--- src/rtl/fetch_pkg.sv ---
// Shared types for the instruction fetch queue: the queued entry layout and the decode NOP.
package fetch_pkg;

  localparam int unsigned FETCH_XLEN = 32;

  // Canonical RISC-V NOP (addi x0, x0, 0); decode substitutes it when the queue is empty.
  localparam logic [FETCH_XLEN-1:0] NOP_INSTR = 32'h0000_0013;

  typedef struct packed {
    logic [FETCH_XLEN-1:0] instr;
    logic [FETCH_XLEN-1:0] pc;
  } fetch_entry_t;

endpackage

--- src/rtl/fetch_queue_ptr.sv ---
// Mod-DEPTH queue pointer with synchronous reset, clear and increment.
module fetch_queue_ptr #(
  parameter  int unsigned DEPTH = 4,
  localparam int unsigned PTR_W = (DEPTH > 1) ? $clog2(DEPTH) : 1
) (
  input  logic             clk,
  input  logic             reset,
  input  logic             clr,
  input  logic             inc,
  output logic [PTR_W-1:0] ptr
);

  // Wrap by explicit compare so non-power-of-two depths work.
  always_ff @(posedge clk) begin
    if (reset || clr) begin
      ptr <= '0;
    end else if (inc) begin
      ptr <= (ptr == PTR_W'(DEPTH - 1)) ? '0 : ptr + PTR_W'(1);
    end
  end

endmodule

--- src/rtl/instr_fetch_queue.sv ---
// DEPTH-entry FIFO of fetched instructions tagged with their PC, between instruction
// memory and decode; valid/ready on both sides plus a flush for redirects.
module instr_fetch_queue
  import fetch_pkg::*;
#(
  parameter int unsigned XLEN  = 32,
  parameter int unsigned DEPTH = 4,
  parameter int unsigned CNT_W = $clog2(DEPTH + 1)
) (
  input  logic             clk,
  input  logic             reset,
  input  logic             flush,
  input  logic             enq_valid,
  output logic             enq_ready,
  input  logic [XLEN-1:0]  enq_instr,
  input  logic [XLEN-1:0]  enq_pc,
  output logic             deq_valid,
  input  logic             deq_ready,
  output logic [XLEN-1:0]  deq_instr,
  output logic [XLEN-1:0]  deq_pc,
  output logic [CNT_W-1:0] count
);

  localparam int unsigned PTR_W = $clog2(DEPTH);

  fetch_entry_t     mem [DEPTH];
  logic [PTR_W-1:0] rd_ptr;
  logic [PTR_W-1:0] wr_ptr;
  logic [CNT_W-1:0] count_q;
  logic             enq_fire;
  logic             deq_fire;

  // Ready depends on occupancy only, never on deq_ready.
  assign enq_ready = (count_q != CNT_W'(DEPTH));
  assign deq_valid = (count_q != '0);
  assign enq_fire  = enq_valid && enq_ready;
  assign deq_fire  = deq_valid && deq_ready;
  assign count     = count_q;

  fetch_queue_ptr #(.DEPTH(DEPTH)) u_wr_ptr (
    .clk   (clk),
    .reset (reset),
    .clr   (flush),
    .inc   (enq_fire),
    .ptr   (wr_ptr)
  );

  fetch_queue_ptr #(.DEPTH(DEPTH)) u_rd_ptr (
    .clk   (clk),
    .reset (reset),
    .clr   (flush),
    .inc   (deq_fire),
    .ptr   (rd_ptr)
  );

  always_ff @(posedge clk) begin
    if (enq_fire && !flush && !reset) begin
      mem[wr_ptr].instr <= enq_instr;
      mem[wr_ptr].pc    <= enq_pc;
    end
  end

  always_ff @(posedge clk) begin
    if (reset || flush) begin
      count_q <= '0;
    end else begin
      unique case ({enq_fire, deq_fire})
        2'b10:   count_q <= count_q + CNT_W'(1);
        2'b01:   count_q <= count_q - CNT_W'(1);
        default: count_q <= count_q;
      endcase
    end
  end

  always_comb begin
    deq_instr = '0;
    deq_pc    = '0;
    if (deq_valid) begin
      deq_instr = mem[rd_ptr].instr;
      deq_pc    = mem[rd_ptr].pc;
    end
  end

endmodule

--- config.mk ---
export PLATFORM = sky130hd
export DESIGN_NAME = instr_fetch_queue
export DESIGN_NICKNAME = d
export VERILOG_FILES = /design/src/rtl/fetch_pkg.sv /design/src/rtl/fetch_queue_ptr.sv /design/src/rtl/instr_fetch_queue.sv
export SDC_FILE = /design/constraint.sdc
export NUM_CORES = 1
export LEC_CHECK = 0
export CAP_MARGIN = 20
export CORE_MARGIN = 2
export CORE_UTILIZATION = 55
export CTS_BUF_LIST = sky130_fd_sc_hd__clkbuf_8
export CTS_CLUSTER_SIZE = 20
export DETAILED_ROUTE_END_ITERATION = 10
export PLACE_DENSITY_LB_ADDON = 0.12
export SETUP_SLACK_MARGIN = 0.3
export SYNTH_ARGS = -nofsm -noshare
export SYNTH_HDL_FRONTEND = slang
export SYNTH_SLANG_ARGS = --single-unit
--- constraint.sdc ---
create_clock -name clk -period 7.14 [get_ports clk]
set_clock_uncertainty 0.2 [all_clocks]
set_input_delay 1.785 -clock clk [delete_from_list [all_inputs] [get_ports clk]]
set_output_delay 1.785 -clock clk [all_outputs]
set_load 0.05 [all_outputs]
======== Yosys cells after proc, flatten, opt, wreduce, memory -nomap -nowiden ========
Memory sizes are Yosys's and may differ from the RTL's. A register that Yosys moved wholly into a read port is not among the register bits.
Cells that the tools add are included.
operators by class
  reductions and logical operators ........ 9
  add/sub/neg operators ................... 4
  equal/unequal tests ..................... 5
  muxes and demuxes ....................... 9
operator list
  kind                                                                   count
  32-bit 2-to-1 mux                                                      2
  2-bit 2-to-1 mux                                                       4
  2-bit equality test, second input constant                             3
  3-bit one-hot mux with 2 select lines                                  1
  2-bit by 1-bit adder with 2-bit output, second input constant          2
  1-bit logical AND                                                      4
  3-bit by 1-bit adder with 3-bit output, second input constant          1
  3-bit inequality test, second input constant                           1
  3-bit nonzero test                                                     1
  3-bit by 1-bit subtractor with 3-bit output, second input constant     1
  2-bit by 1-bit equality test with 1-bit output, second input constant  1
  1-bit zero test                                                        2
  1-bit 2-to-1 mux                                                       2
  2-bit nonzero test                                                     1
  1-bit logical OR                                                       1
word-level totals
  memories kept ........................... 1
  flip-flop bits (word level) ............. 7
  RAM bits ................................ 256
memories
  name  words  width  rd ports  clocked after memory_dff  wr ports  line                     source
  mem   4      64     1         1                         1         instr_fetch_queue.sv:26  fetch_entry_t mem [DEPTH];

======== Depth between registers and ports, before layout ========
Gate-level depths: netlist (run 1).
  depth in word-level cells ............... 6
  gate-level depth with buffers ........... 10
  mapped depth without buffers ............ 9

======== Hierarchy ========
From an unflattened synthesis (run 1), not the netlist that was laid out.
unflattened totals
  cells, all modules ...................... 450
  area, all modules ....................... 10,151.0 sq um
by module, submodules not included
  module             sequential area each (sq um)  times used  cells an instance  area an instance (sq um)
  instr_fetch_queue  7,747.4                       1           434                9,960.8
  fetch_queue_ptr    40.0                          2           8                  95.1

======== Worst setup path before layout (run 1) ========
OpenSTA, ideal clock, no wires.
  kind .................................... in2reg
  from .................................... input port flush
  to ...................................... memory mem[3][0] in the netlist's numbering, enable pin
  setup time .............................. 429 ps
  stages on the path ...................... 2
  arrival time ............................ 3,675 ps
  slack ................................... 2,836 ps
  path through ............................ nor2_1 > and3_1
between the ends
  longest elaborated chain between the ends .. 5
ends and longest elaborated chain
  what                                    line                     source
  from (decl)                             instr_fetch_queue.sv:12  input logic flush,
  1-bit zero test                         instr_fetch_queue.sv:57  if (enq_fire && !flush && !reset) begin
  1-bit logical AND (2 in series)         instr_fetch_queue.sv:57
  1-bit 2-to-1 mux                        instr_fetch_queue.sv:57
  1-bit 2-to-1 mux (implied by the code)  instr_fetch_queue.sv:59  mem[wr_ptr].pc <= enq_pc;
  to (decl)                               instr_fetch_queue.sv:26
No other way between the ends.

==> impl_metrics.json, run 1 <==
{
  "status": "finished clean",
  "hold_buffers": 0,
  "period_needed_ps": 5220,
  "die_h_um": 140,
  "yosysMostFrequentCell": "edfxtp_1",
  "synth_edf_count": 256,
  "synth_compound_gate_area_share_pct": 0.562,
  "antenna_cells": 0,
  "p_per_area_nw_per_um2": 250,
  "die_w_um": 140,
  "via_count": 4830,
  "synthMuxAreaShare_pct": 14.2,
  "critPathRequiredTime_ps": 5160,
  "dr_wl_met2_um": 9080,
  "ys_warn_count": 0,
  "ctsResizeCount": 0,
  "drt_iter0_markers": 233,
  "num_rows": 49,
  "first_pass_iters": 4,
  "worst_hold_slack_ps": 307,
  "synthAdderAreaFrac_pct": 0.928,
  "finalSetupTns_ps": 0,
  "h-tree-depth": 2,
  "grt_max_degree": 65,
  "grt_pass1_wl_um": 28200,
  "wl_met3_um": 1040,
  "async_flop_share_pct": 0,
  "top_layer_used": "met4",
  "clockBufferDepth": 3,
  "synth_xor_area_share_pct": 0.171,
  "fill_cells": 1189,
  "initial_utilization_pct": 56.4,
  "synth_commonest_cells": "edfxtp_1 (256), and2_1 (64), mux4_2 (60), dfxtp_1 (9), clkbuf_1 (8)",
  "slew_headroom_pct": 31.5,
  "path_max_fanout": 31,
  "grt_pass1_vias": 5188,
  "gp_congestion": 0.685,
  "post-dp-hpwl_um": 10000,
  "maxCapViolations": 0,
  "coreArea_um2": 18100,
  "die-area_um2": 19700,
  "grt_overflow_total": 0,
  "area_growth_pct": 22.2,
  "netlist.area_leader.share_pct": 75.1,
  "synth_cell_types": 27,
  "synth-main-ff-cell": "edfxtp_1",
  "layout-drive-gt1-share_pct": 19.2,
  "grt_antenna_before_repair": 0,
  "wl_um": 18100,
  "critPathArrivalTime_ps": 3240,
  "synth-simple-area-share_pct": 5.02,
  "crit_type": "flip-flop to primary output",
  "rsz0062_at_grt": "no",
  "hold_violations": 0,
  "tightest_slew_ps": 1030,
  "ioPinCount": 138,
  "drc_errors": 0,
  "yosysSeqAreaShare_pct": 76.8,
  "clkTransAtPathRegs_ps": 60,
  "start_kind": "flip-flop",
  "fin_nets": 697,
  "synth_nets": 536,
  "cts-buffers-inserted": 42,
  "peakVddDrop_v": 0.000174,
  "setup.worst_path.end_class": "primary output",
  "fin_crit_sh_pct": 73.2,
  "grt_use_total_pct": 18.8,
  "syn-mean-instance-area_um2": 22.3,
  "synth.largest_area_cell": "edfxtp_1",
  "slew_viol_final": 0,
  "viasPerCell": 5.48,
  "synth_area_um2": 10200,
  "ys_ff_latch": 265,
  "clk_latency_ps": 520,
  "wl_met1_um": 7760,
  "cts_setup_buffers": 0,
  "hold_class": "flip-flop to flip-flop",
  "cts_root_buf": "clkbuf_8",
  "clock.fmax_ghz": 0.191,
  "cts_tree": "yes",
  "synth_area_leaders": "edfxtp_1 (75%), mux4_2 (13%), and2_1 (3.9%), dfxtp_1 (1.8%), buf_12 (1.2%)",
  "clock_sinks": 265,
  "synth_top_family_by_area": "multiplexers",
  "syn_inst": 460,
  "ant_nets": 0,
  "io_buffers": 137,
  "wl_per_cell_um": 20.6,
  "p_leak_uw": 0.00402,
  "setup-violations-final": 0
}
-- metrics by stage --
step           setup slack (ps)  cell area, um^2  std cells  util, %  total power [uW]
6_report                   1920            12500        881     69.0              3130
2_1_floorplan              2840            10200        460        -              1910
3_5_place_dp               2360            11800        806     64.8              2020
4_1_cts                    1790            12500        881     69.0              3170
5_1_grt                    1650            12500        881     69.0              3240
3_3_place_gp               2300            11700        805     64.7              2010
-- logic make-up (layout without fill, tap and decap cells) --
logic type / after synthesis / count (layout)
AOI/OAI and AO/OA: 8 / 8
xor gates and xnor gates: 2 / 2
adders and majority gates: 7 / 7
buffers and inverters: 30 / 222
DFF: 265 / 265
muxes: 64 / 64
and+or+nand+nor: 84 / 84
-- cell type report --
class                      instances  area [um^2]  share of cell area (%)
clock buffer                      44          606                    4.84
clock inverter                    31          151                    1.21
inverter                           7         26.3                   0.210
multi-input combinational        165         2160                    17.3
sequential                       265         7880                    62.9
tap                              229          287                    2.29
timing repair buffer             140         1410                    11.2
-- state kept, by name, indices dropped and copies added, names as in the netlist, named ones only --
| signal | flops |
|---|---|
| u_wr_ptr.ptr | 2 |
| mem | 256 |
| u_rd_ptr.ptr | 2 |
| count | 3 |
-- metal layers --
layer	GRT usage, %	vias to the layer above
li1	-	2193
met1	25.1	2468
met2	31.8	144
met3	4.58	25
met4	4.95	0
met5	0	-
-- cell usage in the layout (no fill, tap or decap), types with 2 or more instances in the layout --
cell and count:
nand2_1 2, mux4_1 4, and2_1 64, dfxtp_1 7, clkinv_1 8, dfxtp_4 2
clkinv_2 4, edfxtp_1 256, o31ai_2 2, buf_4 2, nand4_1 2, ha_1 6
clkbuf_8 44, xor2_1 2, nor2_1 5, inv_1 24, and3_4 4, clkdlybuf4s50_1 137
mux4_2 60, or3_1 2, a21oi_1 3, o21ai_0 2
-- path summary, 6_finish.rpt --
| path | from | to | slack (ps) | depth (start not counted) |
|---|---|---|---|---|
| worst min-delay path | u_rd_ptr.ptr[0] | flip-flop | 310 | 2 |
| worst max register to register | count[2] | count[2] | 4540 | 9 |
| worst max-delay path | flip-flop | deq_pc[1] | 1920 | 4 |
| worst min register to register | u_rd_ptr.ptr[0] | flip-flop | 310 | 2 |
-- worst max-delay path, stage by stage, from the launching register on --
cell and delay (ps):
dfxtp_4 750, buf_4 500, mux4_1 590, and2_1 170
clkdlybuf4s50_1 690
-- report_power, final --
part | internal, uW | switching [uW]
Sequential | 1720 | 7.27
Combinational | 106 | 151
Clock | 605 | 538
Note: power is estimated with default switching activity, not from simulation.
==> run 2: changes to the inputs <==
- clock period: 7.14 -> 5.3 ns (I/O delays scaled with it)
==> impl_metrics.json, run 2 (synthesis results as in run 1) <==
{
  "status": "finished clean",
  "antenna_cells": 0,
  "hold_violations": 0,
  "cts-buffers-inserted": 43,
  "p_per_area_nw_per_um2": 334,
  "die-area_um2": 19700,
  "p_sw_share_pct": 22.5,
  "fin_crit_sh_pct": 85.7,
  "mostFrequentLayoutCell": "edfxtp_1",
  "hold_class": "flip-flop to flip-flop",
  "cts_root_buf": "clkbuf_8",
  "combinationalPowerShare_pct": 8.3,
  "regMostFlops": "mem",
  "io_buffers": 137,
  "grt_pass1_wl_um": 29900,
  "h-tree-depth": 2,
  "final_util_pct": 68.8,
  "slew_viol_final": 0,
  "num_rows": 49,
  "drc_errors": 0,
  "viasPerCell": 5.55,
  "grt_antenna_before_repair": 0,
  "fill_cells": 1187,
  "die_h_um": 140,
  "critPathArrivalTime_ps": 3020,
  "largest_reg_flops": 256,
  "wl_per_cell_um": 21.4,
  "period_needed_ps": 4540,
  "ant_nets": 0,
  "cts_tree": "yes",
  "hold_buffers": 0,
  "path_max_fanout": 49,
  "ioPinCount": 138,
  "tightest_slew_ps": 1040,
  "gp_congestion": 0.702,
  "grt_use_total_pct": 19.9,
  "p_switching_uw": 941,
  "clock_sinks": 265,
  "first_pass_iters": 5,
  "setup-violations-final": 0,
  "area_growth_pct": 22.0,
  "rsz0062_at_grt": "no",
  "clk_latency_ps": 540,
  "setup.worst_path.end_class": "primary output",
  "clkPwrFrac_pct": 35.9,
  "coreArea_um2": 18100,
  "clock.fmax_ghz": 0.220,
  "finalSetupTns_ps": 0,
  "drt_iter0_markers": 314,
  "peakVddDrop_v": 0.000273,
  "crit_type": "flip-flop to primary output",
  "post-dp-hpwl_um": 10500,
  "layout-drive-gt1-share_pct": 18.9,
  "initial_utilization_pct": 56.4,
  "ctsResizeCount": 0,
  "internal-power_uw": 3240,
  "die_w_um": 140,
  "clockBufferDepth": 3,
  "power_frac_seq_pct": 55.7,
  "grt_max_degree": 65,
  "grt_overflow_total": 0,
  "power_uw": 4180,
  "p_leak_uw": 0.00401,
  "slew_headroom_pct": 31.0,
  "final_cell_mix": "edfxtp_1 (256), clkdlybuf4s50_1 (137), and2_1 (64), mux4_2 (60), clkbuf_8 (45)",
  "clkTransAtPathRegs_ps": 60,
  "via_count": 4882,
  "critPathRequiredTime_ps": 3770,
  "start_kind": "flip-flop",
  "cts_setup_buffers": 0,
  "wl_um": 18900,
  "fin_nets": 700,
  "grt_pass1_vias": 5502,
  "maxCapViolations": 0
}
## run 2: changes by cell type in the layout (fill, tap and decap cells not counted), sizes merged
cell	before	now
bufinv	1	0
inv	24	23
buf	3	5
clkinvlp	1	0
clkbuf	44	45
clkinv	12	11
## run 2: cell type report
class	count	area, um^2	share of cell area [%]
inverters	7	26.3	0.210
well taps	229	287	2.29
clock buffers	45	619	4.96
flip-flops and latches	265	7880	63.0
repair buffers	142	1420	11.4
multi-input cells	165	2160	17.3
clock inverters	27	103	0.821
## run 2: layer usage
layer / track usage [%] / part of all wire (%) / vias up
met3: 5.40 / 5.7 / 34
met2: 34.5 / 51 / 141
met1: 24.8 / 41 / 2508
met5: 0 / 0 / -
li1: - / - / 2199
met4: 6.11 / 2.0 / 0
## run 2: worst max-delay path, stage by stage, from the launching register on
cell and delay (ps):
dfxtp_1 440, or3_2 800, buf_4 290, and2_1 130, clkdlybuf4s50_1 790
## run 2: power by group through the flow
| stage | clock (uW) | combinational (uW) | sequential (uW) |
|---|---|---|---|
| finish | 1500 | 348 | 2330 |
| CTS | 1540 | 352 | 2330 |
| global route | 1630 | 368 | 2330 |
| floorplan | 0 | 197 | 2370 |
| detailed placement | 0 | 351 | 2370 |
| global placement | 0 | 344 | 2370 |
## run 2: path summary, 6_finish.rpt
kind / start / endpoint / slack, ps / depth (start not counted)
worst min register to register: u_rd_ptr.ptr[0] / flip-flop / 310 / 2
worst max register to register: count[2] / count[2] / 2700 / 9
worst min-delay path: u_rd_ptr.ptr[0] / flip-flop / 310 / 2
worst max-delay path: count[0] / deq_pc[22] / 760 / 4
## run 2: metrics by stage
step / hold WS (ps) / std cells / setup WS [ps] / area, um^2
after floorplan: 263 / 460 / 1460 / 10200
after global placement: 261 / 808 / 1340 / 11800
after detailed placement: 304 / 808 / 1260 / 11800
after CTS: 312 / 880 / 683 / 12500
after global routing: 347 / 880 / 580 / 12500
final: 310 / 880 / 759 / 12500
==> run 3: changes to the inputs <==
- clock period: 5.3 -> 5.8 ns (I/O delays scaled with it)
==> impl_metrics.json, run 3 (synthesis results as in run 1) <==
{
  "first_pass_iters": 4,
  "grt_pass1_wl_um": 29400,
  "cts_root_buf": "clkbuf_8",
  "die_h_um": 140,
  "post-dp-hpwl_um": 10400,
  "layout-drive-gt1-share_pct": 18.5,
  "power_frac_seq_pct": 55.7,
  "cts_tree": "yes",
  "wl_per_cell_um": 21.2,
  "p_switching_uw": 858,
  "gp_congestion": 0.706,
  "fill_cells": 1180,
  "reg2reg_from": "count[2]",
  "grt_max_degree": 65,
  "drt_iter0_markers": 267,
  "num_rows": 49,
  "p_per_area_nw_per_um2": 306,
  "internal-power_uw": 2960,
  "drc_errors": 0,
  "p_leak_uw": 0.00403,
  "ioPinCount": 138,
  "clock.fmax_ghz": 0.214,
  "critPathArrivalTime_ps": 3030,
  "fin_nets": 698,
  "io_buffers": 137,
  "viasPerCell": 5.58,
  "status": "finished clean",
  "rsz0062_at_grt": "no",
  "grt_overflow_total": 0,
  "start_kind": "flip-flop",
  "grt_pass1_vias": 5447,
  "finalSetupTns_ps": 0,
  "seq_area_um2": 7880,
  "period_needed_ps": 4680,
  "clkTransAtPathRegs_ps": 50,
  "multi_input_area_um2": 2160,
  "wl_um": 18700,
  "critPathRequiredTime_ps": 4150,
  "cp-startpoint": "count[2]",
  "cts_setup_buffers": 0,
  "fin_crit_sh_pct": 80.8,
  "grt_antenna_before_repair": 1,
  "hold_violations": 0,
  "min_from": "u_rd_ptr.ptr[0]",
  "grt_use_total_pct": 19.7,
  "die_w_um": 140,
  "clockBufferDepth": 3,
  "slew_headroom_pct": 31.5,
  "via_count": 4930,
  "clk_latency_ps": 510,
  "h-tree-depth": 2,
  "initial_utilization_pct": 56.4,
  "area_growth_pct": 22.0,
  "hold_class": "flip-flop to flip-flop",
  "setup.worst_path.end_class": "primary output",
  "p_sw_share_pct": 22.5,
  "setup-violations-final": 0,
  "ctsResizeCount": 0,
  "regMostFlops": "mem",
  "hold_buffers": 0,
  "clock_sinks": 265,
  "die-area_um2": 19700,
  "mostFrequentLayoutCell": "edfxtp_1",
  "slew_viol_final": 0,
  "final_util_pct": 68.9,
  "cts-buffers-inserted": 43,
  "path_max_fanout": 37,
  "crit_type": "flip-flop to primary output",
  "combinationalPowerShare_pct": 8.3,
  "maxCapViolations": 0,
  "worst_hold_slack_ps": 306,
  "final_cell_mix": "edfxtp_1 (256), clkdlybuf4s50_1 (137), and2_1 (64), mux4_2 (60), clkbuf_8 (45)",
  "tightest_slew_ps": 1030,
  "largest_reg_flops": 256,
  "coreArea_um2": 18100,
  "ant_nets": 0,
  "peakVddDrop_v": 0.000209,
  "clkPwrFrac_pct": 35.9
}
## run 3: area by class of cell
| class | instances | share of cell area [%] |
|---|---|---|
| tap | 229 | 2.29 |
| sequential | 265 | 63.0 |
| clock buffer | 45 | 4.96 |
| clock inverter | 31 | 0.941 |
| multi-input combinational | 165 | 17.3 |
| inverter | 7 | 0.210 |
| antenna | 1 | 0.0200 |
| timing repair buffer | 140 | 11.3 |
## run 3: critical path: stages, from the launching register on
cell             delay, ps
dfxtp_1                420
or3_2                  570
buf_4                  440
and2_1                 240
clkdlybuf4s50_1        820
## run 3: through the flow
step                worst slack (ps)  cells  total power (uW)  cell area, um^2
floorplan                       1830    460              2350            10200
global placement                1600    806              2480            11800
detailed placement              1600    806              2490            11800
CTS                             1040    882              3860            12500
global route                     927    882              3950            12500
finish                          1120    883              3820            12500
## run 3: metal layers
metal	up-vias	track usage (%)	share of wire, %
met1	2557	25.9	41
met3	33	5.09	6.0
met2	147	33.1	51
met5	-	0	0
li1	2193	-	-
met4	0	6.16	1.9
## run 3: path summary, 6_finish.rpt
kind | end | slack (ps) | cells after the start
setup / recovery | deq_pc[29] | 1120 | 4
hold / removal | flip-flop | 310 | 2
setup reg to reg | count[2] | 3150 | 9
hold reg to reg | flip-flop | 310 | 2
## run 3: power groups by stage
stage                     sequential, uW  clock (uW)  combinational [uW]
after floorplan                     2170           0                 180
after global placement              2170           0                 313
after detailed placement            2170           0                 319
after CTS                           2130        1410                 321
after global routing                2130        1490                 334
final                               2130        1370                 317
